==> src/rtl/vga_timing_pkg.sv <==
// Shared VGA timing defaults (640x480@60), derived totals and the per-axis region state.
package vga_timing_pkg;

   localparam int unsigned CNT_W = 10;

   localparam int unsigned H_VISIBLE_DEF = 640;
   localparam int unsigned H_FRONT_DEF   = 16;
   localparam int unsigned H_SYNC_DEF    = 96;
   localparam int unsigned H_BACK_DEF    = 48;
   localparam int unsigned V_VISIBLE_DEF = 480;
   localparam int unsigned V_FRONT_DEF   = 10;
   localparam int unsigned V_SYNC_DEF    = 2;
   localparam int unsigned V_BACK_DEF    = 33;
   localparam bit          SYNC_POL_DEF  = 1'b0;

   localparam int unsigned H_TOTAL_DEF = H_VISIBLE_DEF + H_FRONT_DEF + H_SYNC_DEF + H_BACK_DEF;
   localparam int unsigned V_TOTAL_DEF = V_VISIBLE_DEF + V_FRONT_DEF + V_SYNC_DEF + V_BACK_DEF;

   typedef enum logic [1:0] {
      AX_VISIBLE = 2'd0,
      AX_FRONT   = 2'd1,
      AX_SYNC    = 2'd2,
      AX_BACK    = 2'd3
   } axis_state_t;

endpackage

==> src/rtl/vga_axis_counter.sv <==
// One timing axis: wrapping counter plus region FSM; sync is registered against the next count
// so it lines up with the count register, and next-cycle flags are exported for the top's registers.
module vga_axis_counter
   import vga_timing_pkg::*;
#(
   parameter int unsigned VISIBLE  = H_VISIBLE_DEF,
   parameter int unsigned FRONT    = H_FRONT_DEF,
   parameter int unsigned SYNC     = H_SYNC_DEF,
   parameter int unsigned BACK     = H_BACK_DEF,
   parameter bit          SYNC_POL = SYNC_POL_DEF
) (
   input  logic             clk_div,
   input  logic             reset,
   input  logic             en,
   output logic [CNT_W-1:0] count,
   output logic             sync,
   output logic             vis_nxt_c,
   output logic             last_nxt_c
);

   localparam int unsigned      TOTAL       = VISIBLE + FRONT + SYNC + BACK;
   localparam logic [CNT_W-1:0] FRONT_START = CNT_W'(VISIBLE);
   localparam logic [CNT_W-1:0] SYNC_START  = CNT_W'(VISIBLE + FRONT);
   localparam logic [CNT_W-1:0] BACK_START  = CNT_W'(VISIBLE + FRONT + SYNC);
   localparam logic [CNT_W-1:0] LAST        = CNT_W'(TOTAL - 1);

   axis_state_t      state, state_nxt;
   logic [CNT_W-1:0] count_nxt;

   always_ff @(posedge clk_div or posedge reset) begin
      if (reset) begin
         state <= AX_VISIBLE;
         count <= '0;
         sync  <= ~SYNC_POL;
      end else begin
         state <= state_nxt;
         count <= count_nxt;
         sync  <= (state_nxt == AX_SYNC) ? SYNC_POL : ~SYNC_POL;
      end
   end

   // Region changes are keyed on the count value the axis is about to present.
   always_comb begin
      count_nxt = count;
      state_nxt = state;
      if (en) begin
         count_nxt = (count == LAST) ? '0 : count + CNT_W'(1);
         unique case (state)
            AX_VISIBLE: if (count_nxt == FRONT_START) state_nxt = AX_FRONT;
            AX_FRONT:   if (count_nxt == SYNC_START)  state_nxt = AX_SYNC;
            AX_SYNC:    if (count_nxt == BACK_START)  state_nxt = AX_BACK;
            AX_BACK:    if (count_nxt == '0)          state_nxt = AX_VISIBLE;
            default:                                  state_nxt = AX_VISIBLE;
         endcase
      end
      vis_nxt_c  = (state_nxt == AX_VISIBLE);
      last_nxt_c = (count_nxt == LAST);
   end

endmodule

==> src/rtl/vga_sync.sv <==
// VGA sync generator: horizontal axis free-runs, vertical axis steps on each line wrap;
// every output is a register describing the pixel_x/pixel_y presented in the same cycle.
module vga_sync
   import vga_timing_pkg::*;
#(
   parameter int unsigned H_VISIBLE = H_VISIBLE_DEF,
   parameter int unsigned H_FRONT   = H_FRONT_DEF,
   parameter int unsigned H_SYNC    = H_SYNC_DEF,
   parameter int unsigned H_BACK    = H_BACK_DEF,
   parameter int unsigned V_VISIBLE = V_VISIBLE_DEF,
   parameter int unsigned V_FRONT   = V_FRONT_DEF,
   parameter int unsigned V_SYNC    = V_SYNC_DEF,
   parameter int unsigned V_BACK    = V_BACK_DEF,
   parameter bit          SYNC_POL  = SYNC_POL_DEF
) (
   input  logic             clk_div,
   input  logic             reset,
   output logic [CNT_W-1:0] pixel_x,
   output logic [CNT_W-1:0] pixel_y,
   output logic             video_on,
   output logic             hsync,
   output logic             vsync,
   output logic             line_tick,
   output logic             frame_tick
);

   logic h_vis_nxt_c, h_last_nxt_c;
   logic v_vis_nxt_c, v_last_nxt_c;

   vga_axis_counter #(
      .VISIBLE (H_VISIBLE),
      .FRONT   (H_FRONT),
      .SYNC    (H_SYNC),
      .BACK    (H_BACK),
      .SYNC_POL(SYNC_POL)
   ) u_h_axis (
      .clk_div   (clk_div),
      .reset     (reset),
      .en        (1'b1),
      .count     (pixel_x),
      .sync      (hsync),
      .vis_nxt_c (h_vis_nxt_c),
      .last_nxt_c(h_last_nxt_c)
   );

   // line_tick marks pixel_x == H_TOTAL-1, i.e. the cycle whose edge wraps the line.
   vga_axis_counter #(
      .VISIBLE (V_VISIBLE),
      .FRONT   (V_FRONT),
      .SYNC    (V_SYNC),
      .BACK    (V_BACK),
      .SYNC_POL(SYNC_POL)
   ) u_v_axis (
      .clk_div   (clk_div),
      .reset     (reset),
      .en        (line_tick),
      .count     (pixel_y),
      .sync      (vsync),
      .vis_nxt_c (v_vis_nxt_c),
      .last_nxt_c(v_last_nxt_c)
   );

   always_ff @(posedge clk_div or posedge reset) begin
      if (reset) begin
         video_on   <= 1'b0;
         line_tick  <= 1'b0;
         frame_tick <= 1'b0;
      end else begin
         video_on   <= h_vis_nxt_c & v_vis_nxt_c;
         line_tick  <= h_last_nxt_c;
         frame_tick <= h_last_nxt_c & v_last_nxt_c;
      end
   end

endmodule

==> config.mk <==
export PLATFORM = sky130hd
export DESIGN_NAME = vga_sync
export DESIGN_NICKNAME = d
export VERILOG_FILES = /design/src/rtl/vga_timing_pkg.sv /design/src/rtl/vga_axis_counter.sv /design/src/rtl/vga_sync.sv
export SDC_FILE = /design/constraint.sdc
export NUM_CORES = 1
export LEC_CHECK = 0
export CAP_MARGIN = 30
export CORE_ASPECT_RATIO = 0.9
export CORE_MARGIN = 2
export CORE_UTILIZATION = 50
export CTS_CLUSTER_DIAMETER = 100
export DETAILED_ROUTE_END_ITERATION = 10
export GPL_ROUTABILITY_DRIVEN = 0
export PLACE_DENSITY = 0.76
export SETUP_SLACK_MARGIN = 0.4
export SYNTH_ARGS = -nofsm -noshare
export SYNTH_HDL_FRONTEND = slang
export SYNTH_HIERARCHICAL = 1
export SYNTH_SLANG_ARGS = --single-unit
==> constraint.sdc <==
create_clock -name clk_div -period 2.4 [get_ports clk_div]
set_clock_uncertainty 0.1 [all_clocks]
set_input_delay 0.24 -clock clk_div [delete_from_list [all_inputs] [get_ports clk_div]]
set_output_delay 0.24 -clock clk_div [all_outputs]
set_load 0.005 [all_outputs]
==> summary.txt <==
Outcome
  – Status: complete, no violations

Place
  – Placed insts: 339
  – Post-place setup slack: approximately 0.037 ns
  – Number of port buffers: 26
  – DP Area: 2590 µm²
  – Final HPWL DP: between 4000 and 5000 µm

CTS
  – CTS Hold Buffers Added: 0
  – Clock tree buffer depth: 2
  – Number of H-tree levels: 2
  – CTS tree: done
  – Clock-pin transition on the worst setup and hold timing paths: approximately 0.070 ns
  – CTS Sinks: 29
  – Clk root buf: clkbuf_8
  – Clock latency on the worst-skew pair: about 0.28 ns
  – Num CTS Buffers: 5

Detailed routing
  – Via count: ~2,200
  – Max Used Layer: met4
  – DRC: 0
  – Met3 routed WL: roughly 390 µm
  – First-iteration detailed-routing DRC count: ~220
  – ANT nets after route: 0
  – Drt wl/cell: between 15 and 20 µm
  – Met1 wire length: just over 3000 µm
  – Routed WL: 6490 µm
  – DR WL met2: 3010 µm
  – Routed vias/inst: around 6
  – Drt pass-1 iters: 5

Cells and area
  – Final Instance Area: between 3000 and 4000 µm²
  – Fin cells: about 370
  – Area Overhead vs Synth: 45.8%
  – Final Net Count: ~320
  – Fraction of layout cells with a size suffix above 1: 40.7%
  – Antenna cells: 0
  – Core Util, Final: about three quarters

Logic synthesis
  – Largest area contributor in the synthesized netlist: dfrtp_1
  – Async S/R FF share, synth: 100%
  – Synth warn: 6
  – Predominant post-synthesis flop cell: dfrtp_1
  – Number of flops mapped to enable cells by yosys: 0
  – Yosys cell types: 64
  – Synth Instances: 248
  – Ranking of synthesized cells by area: dfrtp_1 31%, nand2_1 5.0%, xnor2_1 4.0%
  – Seq cells post-synth: 29
  – Seq/Total Area, Yosys: 33.2%
  – Post-synth top area share: 30.8%
  – Syn Std Cell Area: between 2000 and 2500 µm²
  – Syn_area_per_cell: 8.84 µm²
  – Post-synthesis net count: 254

GRT
  – Grt total ovfl: 0
  – Largest net degree at the start of global routing: 17
  – Initial antenna violation count: 0
  – Global-route wire length before repair: between 9000 and 10,000 µm
  – Number of global-route vias before repair: roughly 1,900
  – Total GRT Usage: between 20% and 30%

Power and ir drop
  – Tot Pwr: around 1.8 mW
  – Max IR drop VDD: about 0.5 mV
  – Pwr per Cell Area: just under 600 nW/µm²
  – Leak: 1.25 nW

STA
  – Final period util: a little over nine tenths
  – Final hold viol count: 0
  – Final hold slack: 0.0961 ns
  – # setup viols final: 0
  – Worst slew pin tran: about 0.55 ns
  – Fmax: 430 MHz
  – Slew headroom: 63.0%
  – Final Critical Period: approximately 2.3 ns
  – Max-slew violation count: 0
  – RSZ-0062 raised after global routing: yes
  – Final worst setup slack: 0.0761 ns
  – Setup_tns: 0 ns

Die
  – Initial Util: between 50% and 60%
  – I/O pin cnt: 27
  – Core Rows: 22
  – Die W: between 70 and 80 µm
  – Core ar.: between 4000 and 5000 µm²
  – Die ar.: 4930 µm²
  – Die height: between 60 and 70 µm

Worst setup path
  – CP Class: reg -> reg
  – R2R depth: 9
  – Crit path from: u_h_axis/count[7]
  – Worst setup SP type: flip-flop
  – Reg2reg start: u_h_axis/count[7]
  – CP arrival: ~2.4 ns
  – RR Endpoint: video_on
  – Crit path to: video_on
  – CP Cell Sequence: or3_4, o21a_1, o21ai_2, buf_4, nand4_1, a211o_2, nor2_2, a211oi_2, and2_1
  – Req. time, crit path: between 2 and 2.5 ns
  – Worst-path maximum fanout: 3
  – Crit. End Element: flip-flop
  – Slowest cell on crit path: or3_4
  – Flop-to-flop setup slack: 0.08 ns
  – Delay of the slowest cell on the worst path: 0.42 ns

Worst hold path
  – Hold Crit Class: in -> async

Job
  – Max-cap viol count: 0
area by class of cell:
class                   count  area [µm²]
multi-input cells         189        1580
fillers                   259         958
flip-flops and latches     29         742
repair buffers             73         636
clock buffers               6        82.6
well taps                  60        75.1
inverters                  13        48.8
clock inverters             2        37.5
flip-flops by register name (all words and copies together), names as in the netlist:
name / cells
video_on: 1
u_v_axis/sync: 1
u_h_axis/sync: 1
u_v_axis/count: 10
line_tick: 1
frame_tick: 1
u_h_axis/state: 2
u_v_axis/state: 2
u_h_axis/count: 10
synthesized netlist by cell type, types with 4 or more instances:
cell type  instances
a31oi_1            4
inv_1             13
clkbuf_1           5
a21oi_1            4
xnor2_1           10
and4_1             4
nor2_1            10
nand3_1           12
xor2_1             4
o21ai_0           16
dfrtp_1           27
and2_1             5
ha_1               4
buf_6              5
mux2i_1            5
nand4_1           10
nand2_1           29
nor3_1             6
layer usage:
layer	track usage, %	vias up
li1	-	1032
met1	36.3	1101
met2	34.7	85
met3	5.90	8
met4	5.91	0
met5	0	-
worst max-delay path, delay by kind of cell, from the launching register on:
| family | cells | cell delay, ns |
|---|---|---|
| AND/OR/NAND/NOR | 4 | 0.79 |
| buffers and inverters | 1 | 0.15 |
| flip-flops | 1 | 0.38 |
| AO/OA/AOI/OAI | 4 | 0.80 |
logic make-up after synthesis:
logic type               Yosys count  synth area share, %
other                              1                0.171
multiplexers                       6                 2.80
buffers and inverters             30                 8.56
AND/OR/NAND/NOR                  108                 29.3
flip-flops                        29                 33.2
adder cells (fa/ha/maj)            4                 2.28
AO/OA/AOI/OAI                     56                 18.1
XOR/XNOR                          14                 5.59
worst min path at each step:
stage	to	cells after the start	startpoint
finish	frame_tick	2	reset
global route	frame_tick	2	reset
CTS	frame_tick	2	reset
detailed placement	video_on	2	reset
global placement	video_on	2	reset
floorplan	frame_tick	1	reset
power breakdown:
part	total (mW)	switching [mW]	internal, mW
registers	0.623	0.0783	0.545
logic	0.676	0.342	0.334
clock network	0.544	0.206	0.337
total	1.84	0.627	1.22
cell usage in the layout (no fill, tap or decap), types with 3 or more instances in the layout:
cell	n
o21ai_2	4
o21ai_1	3
dfrtp_1	16
and3_1	3
nor3_1	4
xor2_1	3
xnor2_1	9
nand3_1	8
mux2i_1	5
or3_4	3
nand2_1	28
buf_4	41
clkbuf_8	6
inv_1	11
o21ai_0	12
and4_4	4
and2_1	3
buf_6	6
nand2b_1	3
ha_4	3
dfrtp_2	11
clkdlybuf4s50_1	26
a21oi_1	3
nand4_1	10
nand3_2	4
nor2_1	9
o21a_1	3
what timing repair did:
item | CTS | global route
endpoints found under the hold margin | 0 | 0
endpoints found under the setup margin | 9 | 9
gates resized for setup | 24 | 46
setup buffers | 13 | 12
pin swaps | 20 | 27
No activity file was read; power rests on OpenSTA's default activity.
